===== config.mk =====
export PLATFORM = sky130hd
export DESIGN_NAME = immediate_gen
export DESIGN_NICKNAME = d
export VERILOG_FILES = /design/src/rtl/immediate_gen.sv
export SDC_FILE = /design/constraint.sdc
export NUM_CORES = 1
export LEC_CHECK = 0
export CORE_UTILIZATION = 25
export DETAILED_ROUTE_END_ITERATION = 8
export GPL_TIMING_DRIVEN = 0
export PLACE_DENSITY = 0.55
export SKIP_CTS_REPAIR_TIMING = 1
export SYNTH_ARGS = -nofsm -noshare
export SYNTH_HDL_FRONTEND = slang
export SYNTH_SLANG_ARGS = --single-unit

===== constraint.sdc =====
create_clock -name clk -period 1.35 [get_ports clk]
set_clock_uncertainty 0.15 [all_clocks]
set_input_delay 0.135 -clock clk [delete_from_list [all_inputs] [get_ports clk]]
set_output_delay 0.135 -clock clk [all_outputs]
set_load 0.05 [all_outputs]

===== src/rtl/immediate_gen.sv =====
// RV32I immediate extractor: opcode-selected 12-bit immediate, registered with a valid flag.
// Optional IMM_SEXT32_EN adds a registered 32-bit sign-extended immediate (imm32).
module immediate_gen (
    input  logic        clk,
    input  logic        rst_n,
    input  logic        in_valid,
    input  logic [31:0] instruction,
    output logic [11:0] immediate,
    output logic        out_valid,
    output logic        imm_none
`ifdef IMM_SEXT32_EN
    ,
    output logic [31:0] imm32
`endif
);

    localparam int unsigned IMM_W   = 12;
    localparam int unsigned WORD_W  = 32;

    localparam logic [6:0] OPC_LOAD   = 7'b0000011;
    localparam logic [6:0] OPC_OP_IMM = 7'b0010011;
    localparam logic [6:0] OPC_JALR   = 7'b1100111;
    localparam logic [6:0] OPC_STORE  = 7'b0100011;
    localparam logic [6:0] OPC_BRANCH = 7'b1100011;

    logic [IMM_W-1:0]  dec_imm;
    logic              dec_none;
    logic [WORD_W-1:0] dec_imm32;

    logic [IMM_W-1:0]  immediate_d, immediate_q;
    logic              out_valid_d, out_valid_q;
    logic              imm_none_d,  imm_none_q;

    // rs1/funct3 field never contributes to any supported immediate
    logic unused_bits;
    assign unused_bits = ^instruction[19:12];

    // Field layout selected purely by opcode
    always_comb begin
        dec_imm   = '0;
        dec_none  = 1'b0;
        dec_imm32 = '0;
        unique case (instruction[6:0])
            OPC_LOAD, OPC_OP_IMM, OPC_JALR: begin
                dec_imm   = instruction[31:20];
                dec_imm32 = {{(WORD_W-IMM_W){dec_imm[IMM_W-1]}}, dec_imm};
            end
            OPC_STORE: begin
                dec_imm   = {instruction[31:25], instruction[11:7]};
                dec_imm32 = {{(WORD_W-IMM_W){dec_imm[IMM_W-1]}}, dec_imm};
            end
            OPC_BRANCH: begin
                dec_imm   = {instruction[31], instruction[7], instruction[30:25], instruction[11:8]};
                // Branch offsets are halfword-scaled; restore the implicit zero LSB
                dec_imm32 = {{(WORD_W-IMM_W-1){dec_imm[IMM_W-1]}}, dec_imm, 1'b0};
            end
            default: begin
                dec_none = 1'b1;
            end
        endcase
    end

    // Load on accept, hold otherwise
    always_comb begin
        immediate_d = immediate_q;
        imm_none_d  = imm_none_q;
        out_valid_d = in_valid;
        if (in_valid) begin
            immediate_d = dec_imm;
            imm_none_d  = dec_none;
        end
    end

    always_ff @(posedge clk) begin
        if (!rst_n) begin
            immediate_q <= '0;
            out_valid_q <= 1'b0;
            imm_none_q  <= 1'b0;
        end else begin
            immediate_q <= immediate_d;
            out_valid_q <= out_valid_d;
            imm_none_q  <= imm_none_d;
        end
    end

    assign immediate = immediate_q;
    assign out_valid = out_valid_q;
    assign imm_none  = imm_none_q;

`ifdef IMM_SEXT32_EN
    logic [WORD_W-1:0] imm32_d, imm32_q;

    always_comb begin
        imm32_d = imm32_q;
        if (in_valid) begin
            imm32_d = dec_imm32;
        end
    end

    always_ff @(posedge clk) begin
        if (!rst_n) begin
            imm32_q <= '0;
        end else begin
            imm32_q <= imm32_d;
        end
    end

    assign imm32 = imm32_q;
`else
    logic unused_imm32;
    assign unused_imm32 = ^dec_imm32;
`endif

endmodule


# [After elaboration in Yosys (flattened, before gate mapping)]
# Index checks and enable logic that the tools add are counted.
[op_classes] n_eq_ne=5 mux=2 n_reduce_logical=2
[ops] operator="12-bit one-hot mux with 3 select lines" count=1
[ops] operator="7-bit == test (second input constant)" count=2
[ops] operator="7-bit by 2-bit == test with 1-bit output (second input constant)" count=1
[ops] operator="7-bit by 5-bit == test with 1-bit output (second input constant)" count=1
[ops] operator="7-bit by 6-bit == test with 1-bit output (second input constant)" count=1
[ops] operator="5-bit OR reduction" count=1
[ops] operator="3-bit OR reduction" count=1
[ops] operator="1-bit 2-to-1 mux" count=1
[word_totals] word_cells=12 out_inout_bits=14 regBits=14 input_bits=35

# [Depth between registers and ports, before layout]
# Gate-level depths: netlist of the first run.
[depth] depth_word=3 depth_mapped=5 mapped_depth_nobuf=4

# [Least setup slack after synthesis of the first run]
# Ideal clock, no wire load.
[synth_path] path_type="flip-flop to flip-flop" start="register, netlist name immediate[2]" end="register immediate_q[2], in the netlist immediate[2]" stages_incl_launch_ff=4 slack_ns=0.194 arrival_time_ns=0.936 n_path_buf=0 setup_time_ns=0.070 path_cell_list="dfxtp_1 > nor2b_1 > a31oi_1 > a21boi_1"
[synth_lines] element="to (signal assigned)" line="80" source="immediate_q <= immediate_d;"
[synth_lines] element="to (decl)" line="30" source="logic [IMM_W-1:0] immediate_d, immediate_q;"

# [Worst setup path in the final report of the first run]
[layout_path] start="register immediate_q[7], in the netlist immediate[7]" end="output immediate[7]"
[layout_lines] element="to (decl)" line="8" source="output logic [11:0] immediate,"
# No word-level cell between the ends.

==> flow_summary_export.csv, run 1 <==
group,metric,value,unit
die,io_pins,49,
run,max_cap_violations,0,
timing,final_hold_viol_count,0,
global_route,groute.usage.overall,13.5,%
drt,vias_per_cell,4.77,
timing,whs,281,ps
placed_design,port_buffers,40,
clock_network,clockBufferDepth,2,
timing,slew_headroom,66.5,%
final_layout,n_antenna_cell,0,
placed_design,dp_hpwl,1750,µm
clock_network,cts_num_sinks,14,
yosys,netlist_area,793,µm²
global_route,grt_pass1_wl,3510,µm
final_layout,nFillCells,311,
setup_path,path_depth,1,
setup_path,r2r_slack,430,ps
final_layout,final_common_cell,"clkdlybuf4s50_1",
timing,setup_viol,0,
drt,met2_length,1010,µm
clock_network,cts_made_buffers,3,
power_and_ir_drop,power_density,766,nW/µm²
final_layout,nets,167,
setup_path,path_class,"register to primary output",
drt,wl_per_cell,13.0,µm
worst_hold_path,worstHoldEndpoint,"imm_none",
yosys,yosysUniqueCellTypes,31,
setup_path,critPathCaptureType,"primary output",
clock_network,htree_levels,1,
setup_path,cp_slowest_stage_delay,420,ps
setup_path,worstPathCellList,"dlymetal6s2s_1",
yosys,ys_seq_elements,14,
final_layout,finish.instance_area,1300,µm²
run_status,status,"completed",
clock_network,path_clk_slew,80,ps
die,initial_core_util,26.2,%
yosys,syn-instance-count,84,
yosys,seq_area_frac_synth,35.3,%
placed_design,placed_area,1250,µm²
clock_network,cts_root_buffer,"clkbuf_4",
global_route,grt_overflow,0,
timing,tightest_slew,501,ps
worst_hold_path,hold_path.class,"input port to register",
drt,route.detailed.drc,0,
global_route,grt_pass1_vias,771,
drt,drt_iter0_drc,15,
worst_hold_path,hold_depth,4,
global_route,antenna_found_initial,0,
setup_path,r2r-end,"immediate[2]",
setup_path,worstReg2RegStart,"immediate[2]",
final_layout,areaGrowthSynthToFinish,63.9,%
timing,drv_slew,0,
die,die-width,58.3,µm
placed_design,gp_congestion,0.727,
drt,top_layer,"met4",
drt,drtPass1Iterations,4,
setup_path,critPathBufInv,1,
timing,max_clock_freq,763,MHz
timing,grt_setup_unrepaired,"no",
timing,worst_slack,39.1,ps
final_layout,layout-drive-gt1-share,29.8,%
yosys,syn_nets,119,
setup_path,arrival,1030,ps
drt,drtAntennaViolNets,0,
die,die_h,58.3,µm
setup_path,critical_path.max_fanout,2,
worst_hold_path,hp-start,"instruction[6]",
setup_path,cpLargestDelayFamily,"buffers and inverters",
setup_path,start_kind,"register",
timing,finalCritPeriodShare,97.1,%
die,dieArea,3400,µm²
die,design.core.area,3030,µm²
placed_design,place_ws,-446,ps
yosys,synth.avg_cell_area,9.44,µm²
clock_network,clkLatencyLatePin,280,ps
global_route,grt_max_degree,11,
drt,met3WireLength,145,µm
drt,vias,834,
timing,min_period,1310,ps
setup_path,crit_path_top_delay_cell,"dlymetal6s2s_1",
power_and_ir_drop,static-leakage-power,0.000594,µW
drt,wirelength,2270,µm
final_layout,mostFrequentLayoutCells,"19 x clkdlybuf4s50_1, 14 x dfxtp_1, 12 x clkbuf_2",
clock_network,cts_tree,"built",
power_and_ir_drop,vdd_drop_max,0.483,mV
drt,met1_length,1080,µm
setup_path,critPathRequiredTime,1070,ps
die,rows,20,
setup_path,reg2reg_depth,3,
yosys,ys_warn_count,0,
-- logic make-up after synthesis --
kind of cell,count (synthesis),synth area share (%)
DFF,14,35.3
AOI/OAI and AO/OA,33,28.1
buffers and inverters,6,7.10
and+or+nand+nor,25,21.3
muxes,6,8.20
-- flip-flops by register name (all words and copies together) (netlist names) --
name,cells
imm_none,1
immediate,12
out_valid,1
-- layer usage --
metal | global-route usage [%] | vias up
li1 | - | 417
met4 | 6.12 | 0
met1 | 18.6 | 385
met2 | 21.0 | 27
met3 | 1.98 | 5
met5 | 0 | -
-- area by class of cell --
type                       count  area (µm²)  share of cell area (%)
buffer                         5        40.0                    3.08
clock buffer                   4        36.3                    2.79
multi-input combinational     64         488                    37.5
sequential                    14         280                    21.6
tap                           44        55.1                    4.23
timing repair buffer          44         400                    30.8
-- worst max-delay path by stage --
stage | startpoint | endpoint | slack (ps)
after floorplan | immediate[2] | immediate[2] | 190
after global placement | instruction[5] | immediate[5] | -420
after detailed placement | instruction[5] | immediate[7] | -450
after CTS | immediate[4] | immediate[4] | -400
after global routing | immediate[7] | immediate[7] | 0.7
final | immediate[7] | immediate[7] | 40
-- metrics by stage --
stage | std cells | power [µW] | utilization (%) | setup TNS (ps)
floorplan | 84 | 573 | - | 0
global placement | 168 | 706 | 41.2 | -5170
detailed placement | 168 | 707 | 41.2 | -5490
CTS | 172 | 1010 | 42.4 | -6230
global route | 175 | 1050 | 42.9 | 0
finish | 175 | 996 | 42.9 | 0
-- where the power goes --
part	total, µW	internal, µW	switching [µW]
clock network	297	164	133
registers	432	426	6.03
logic	267	132	135
-- synthesized netlist by cell type --
library cell     instances  area share (%)
a21boi_1                 2             1.9
a21oi_1                  8             5.0
a21oi_4                  1             2.1
a22oi_1                  2             1.9
a31oi_1                  2             1.6
a32oi_1                  6             6.6
and2_1                   2             1.6
and2b_1                  2             1.9
and3b_1                  1             1.1
and4_1                   1             1.1
and4b_1                  1             1.3
buf_2                    1            0.63
buf_4                    1            0.95
buf_6                    3             4.3
clkdlybuf4s15_1          1             1.3
dfxtp_1                 14              35
mux2_2                   4             5.7
mux2i_1                  2             2.5
nand2_1                  3             1.4
nand2b_1                 2             1.6
nand3_1                  1            0.63
nand3b_1                 3             2.8
nand4_1                  2             1.6
nor2_1                   1            0.47
nor2b_1                  4             3.2
nor3b_2                  1             1.6
o21ai_0                  7             4.4
o21ai_1                  3             1.9
o22a_1                   1             1.1
o22ai_2                  1             1.6
or2_4                    1             1.1
Power figures use the tool's default switching activity.
==> run 2: changes to the inputs <==
- CORE_ASPECT_RATIO: not set -> 0.7
- CORE_UTILIZATION: 25 -> 36
- PLACE_DENSITY: 0.55 -> 0.76
==> flow_summary_export.csv, run 2 (same netlist as run 1, synthesis figures left out) <==
group,metric,value,unit
setup_path,critPathRequiredTime,1070,ps
placed_design,placed_area,1230,µm²
global_route,grt_pass1_vias,678,
drt,drtAntennaViolNets,0,
drt,wl_per_cell,13.6,µm
final_layout,n_antenna_cell,0,
clock_network,path_clk_slew,80,ps
timing,max_clock_freq,780,MHz
setup_path,cp_slowest_stage_delay,410,ps
setup_path,path_class,"register to primary output",
final_layout,largest_reg_flops,12,
drt,drtPass1Iterations,2,
final_layout,areaGrowthSynthToFinish,59.0,%
final_layout,layout-drive-gt1-share,29.0,%
drt,wirelength,2190,µm
drt,vias_per_cell,5.22,
timing,slew_headroom,66.7,%
die,die-width,58.1,µm
setup_path,critical_path.max_fanout,1,
global_route,antenna_found_initial,0,
setup_path,critPathBufInv,1,
global_route,grt_pass1_wl,3170,µm
run,max_cap_violations,0,
clock_network,cts_tree,"built",
drt,route.detailed.drc,0,
power_and_ir_drop,power_density,793,nW/µm²
global_route,grt_overflow,0,
clock_network,clockBufferDepth,2,
die,initial_core_util,40.3,%
timing,min_period,1280,ps
die,die_h,41.3,µm
die,dieArea,2400,µm²
clock_network,htree_levels,1,
final_layout,mostFrequentLayoutCells,"19 x clkdlybuf4s50_1, 14 x clkbuf_2, 14 x dfxtp_1",
placed_design,port_buffers,40,
timing,drv_slew,0,
placed_design,gp_congestion,0.854,
setup_path,crit_path_top_delay_cell,"dlymetal6s2s_1",
clock_network,clkLatencyLatePin,280,ps
run_status,status,"completed",
timing,final_hold_viol_count,0,
timing,setup_viol,0,
clock_network,cts_num_sinks,14,
die,rows,13,
global_route,groute.usage.overall,19.2,%
power_and_ir_drop,vdd_drop_max,0.425,mV
final_layout,final_common_cell,"clkdlybuf4s50_1",
timing,grt_setup_unrepaired,"no",
drt,drt_iter0_drc,15,
die,io_pins,49,
final_layout,finish.instance_area,1260,µm²
setup_path,worstPathCellList,"dlymetal6s2s_1",
clock_network,cts_made_buffers,3,
power_and_ir_drop,static-leakage-power,0.000558,µW
power_and_ir_drop,fin_total_pwr,1000,µW
setup_path,cpLargestDelayFamily,"buffers and inverters",
clock_network,cts_root_buffer,"clkbuf_4",
setup_path,start_kind,"register",
timing,finalCritPeriodShare,94.9,%
die,design.core.area,1970,µm²
global_route,grt_max_degree,11,
final_layout,nets,167,
worst_hold_path,hold_path.class,"input port to register",
setup_path,critPathCaptureType,"primary output",
drt,vias,841,
placed_design,dp_hpwl,1580,µm
setup_path,arrival,1000,ps
timing,tightest_slew,499,ps
-- run 2: cell count changes in the layout (fill, tap and decap cells not counted), sizes merged --
cell          previous run  this run
dlymetal6s2s            10         8
clkbuf                  16        18
-- run 2: cell type report --
| type | count | area, µm² |
|---|---|---|
| Timing Repair Buffer | 43 | 375 |
| Sequential cell | 14 | 280 |
| Multi-Input combinational cell | 64 | 480 |
| Clock buffer | 4 | 36.3 |
| Buffer | 6 | 51.3 |
| Tap cell | 30 | 37.5 |
| Fill cell | 174 | 707 |
-- run 2: worst paths after layout --
kind	slack, ps	cells after the start	from	to
hold reg to reg	330	2	immediate[0]	immediate[0]
setup reg to reg	430	3	immediate[3]	immediate[3]
hold / removal	240	4	instruction[4]	imm_none
setup / recovery	70	1	out_valid	out_valid
-- run 2: layer usage --
layer | part of all wire (%) | track usage [%] | vias up | wire, µm
li1 | - | - | 421 | -
met1 | 48 | 24.4 | 382 | 1050
met2 | 44 | 30.2 | 34 | 971
met3 | 6.9 | 7.26 | 4 | 151
met4 | 0.96 | 7.14 | 0 | 21
met5 | 0 | 0 | - | 0
-- run 2: worst register-to-register path, stage by stage (launching register included) --
cell,delay (ps)
dfxtp_1,320
nor2b_1,120
a31oi_1,140
a21boi_1,80
-- run 2: per-stage QoR --
stage / setup slack, ps / utilization [%] / cells / TNS, ps / hold WS [ps]
4_1_cts: -382 / 64.4 / 158 / -5580 / 270
3_5_place_dp: -364 / 62.6 / 154 / -4810 / 317
6_report: 68.2 / 64.1 / 161 / 0 / 245
5_1_grt: 34.1 / 64.1 / 161 / 0 / 279
3_3_place_gp: -368 / 62.6 / 154 / -4610 / 316
2_1_floorplan: 194 / - / 84 / 0 / 113
-- run 2: report_power, final --
part / total, µW / leakage, µW / switching (µW) / internal, µW
Sequential: 432 / 0.000114 / 5.87 / 426
Combinational: 265 / 0.000422 / 137 / 129
Clock: 303 / 0.0000210 / 139 / 164
Total: 1000 / 0.000558 / 281 / 719
==> patch, RTL diff (flow settings as in run 1) <==
Add a define of `IMM_SEXT32_EN`.
--- a/src/rtl/immediate_gen.sv
+++ b/src/rtl/immediate_gen.sv
@@ -1,5 +1,7 @@
 // RV32I immediate extractor: opcode-selected 12-bit immediate, registered with a valid flag.
 // Optional IMM_SEXT32_EN adds a registered 32-bit sign-extended immediate (imm32).
+`define IMM_SEXT32_EN
+
 module immediate_gen (
     input  logic        clk,
     input  logic        rst_n,
Formal check against the unedited RTL (old outputs only; new: imm32): equivalent (equiv_simple and equiv_induct, registers matched by name and starting in step).
==> patch against run 1 <==
- the flow now finishes with violations (setup timing)
- count of clock-buffer cells in the layout down 1
- non-clock buffer count up 69
- final cell count up 90%
- combinational power up 57%
- power up 65%
- sequential cell count up 12
- critical path depth up 3
- sequential power up 85%
- routed wire length up 92%
- final area up 110%
- area after synthesis up 82%
- first-iteration DRC count rose to 3.9 times the old value
- worst setup slack worse by 0.13 ns
- largest cell class is now non-clock buffers
==> patch: results <==
<?xml version="1.0" encoding="UTF-8"?>
<metrics>
  <group name="route">
    <metric name="vias" unit="">1545</metric>
    <metric name="vias_per_cell" unit="">4.64</metric>
    <metric name="detailedRoute.firstIterationViolations" unit="">59</metric>
    <metric name="average_wire_per_standard_cell" unit="um">13.1</metric>
  </group>
  <group name="placement">
    <metric name="gp_congestion" unit="">0.748</metric>
    <metric name="pre_cts_slack" unit="ns">-0.552</metric>
    <metric name="dp_cells" unit="">311</metric>
    <metric name="port_buffers" unit="">70</metric>
    <metric name="placed_area" unit="sq mm">0.00224</metric>
    <metric name="place_hpwl" unit="mm">2.99</metric>
  </group>
  <group name="worst_setup_path">
    <metric name="worst-path-max-fanout" unit="">6</metric>
  </group>
  <group name="global_routing">
    <metric name="grt_pass1_wl" unit="mm">6.55</metric>
    <metric name="grt_usage" unit="">0.135</metric>
    <metric name="pin_count_of_the_biggest_net_entering_global_routing" unit="">23</metric>
    <metric name="first_global_vias" unit="">1344</metric>
  </group>
  <group name="logic_synthesis">
    <metric name="post_synth_most_frequent_cells" unit="">dfxtp_1, buf_4, o21ai_0, nor2b_1, a21oi_1</metric>
    <metric name="mapped_cells" unit="">169</metric>
    <metric name="yosysSeqAreaShare" unit="">0.360</metric>
    <metric name="syn_nets" unit="">204</metric>
    <metric name="synth_cell_types" unit="">35</metric>
    <metric name="portion_of_netlist_area_occupied_by_mux_cells" unit="">0.0380</metric>
    <metric name="synthTopCellsByArea" unit="">dfxtp_1, buf_4, nor2b_1, o21ai_0, a21oi_1</metric>
    <metric name="synth_compound_gate_area_share" unit="">0.251</metric>
  </group>
  <group name="layout">
    <metric name="drive_gt1_frac" unit="">0.387</metric>
    <metric name="number_of_flip_flops_under_the_largest_register_name" unit="">13</metric>
    <metric name="finish.net_count" unit="">298</metric>
  </group>
  <group name="sta">
    <metric name="worst_pin_slew" unit="ns">0.530</metric>
    <metric name="post-route-worst-setup-slack" unit="ns">-0.0948</metric>
    <metric name="setup_tns" unit="ns">-0.592</metric>
    <metric name="report.final.setup_viol" unit="">8</metric>
  </group>
  <group name="clocking">
    <metric name="clk_root_buffer_cell" unit="">clkbuf_8</metric>
    <metric name="worstSkewPairLatency" unit="ns">0.26</metric>
    <metric name="htree_levels" unit="">1</metric>
  </group>
  <group name="power">
    <metric name="power.static_leakage" unit="nW">1.33</metric>
    <metric name="irDropWorstVdd" unit="mV">0.628</metric>
  </group>
  <group name="run_status">
    <metric name="failed_checks" unit="">setup timing</metric>
    <metric name="run_status" unit="">complete, but fails checks</metric>
  </group>
</metrics>
patch: logic make-up (layout without fill, tap and decap cells):
kind of cell           Yosys count  in the layout
AOI/OAI and AO/OA               58             58
buffers and inverters           31            123
DFF                             26             26
muxes                            5              5
and+or+nand+nor                 49             49
patch: worst paths after layout:
path / to / cells after the start / start / slack, ns
max reg2reg: imm32[30] / 4 / imm32[30] / 0.25
min: immediate[0] / 4 / instruction[2] / 0.19
max: imm32[17] / 4 / imm32[30] / -0.09
min reg2reg: immediate[4] / 2 / immediate[4] / 0.34
patch: power by group:
| part | switching [W] | internal [W] | total [W] | leakage, nW |
|---|---|---|---|---|
| clock | 0.000226 | 0.000199 | 0.000425 | 0.0216 |
| combinational | 0.000235 | 0.000185 | 0.000420 | 1.10 |
| sequential | 0.0000103 | 0.000787 | 0.000798 | 0.213 |
| total | 0.000472 | 0.00117 | 0.00164 | 1.33 |
patch: through the flow:
stage / hold WS (ns) / total power (W)
floorplan: 0.124 / 0.00104
global placement: 0.333 / 0.00122
detailed placement: 0.330 / 0.00122
CTS: 0.165 / 0.00166
global route: 0.234 / 0.00172
finish: 0.187 / 0.00164
patch: cell type report:
cell class	count	area (sq um)
Clock buffer	3	41.3
Inverter	2	7.51
Multi-Input combinational cell	112	756
Fill cell	541	2860
Sequential cell	26	524
Timing Repair Buffer	89	996
Buffer	29	262
Tap cell	72	90.1
patch: per-layer routing:
layer  share of wire  wire [um]  global-route usage  vias up
met5               0          0                   0        -
met1            0.43       1900               0.169      701
met4          0.0043         19              0.0204        0
met3           0.071        311              0.0360        2
met2            0.49       2150               0.235       65
li1                -          -                   -      777
patch: worst max-delay path, cell delays in order, from the launching register on:
cell     delay, ns
dfxtp_4       0.39
buf_4         0.14
buf_6         0.10
buf_4         0.12
buf_8         0.14
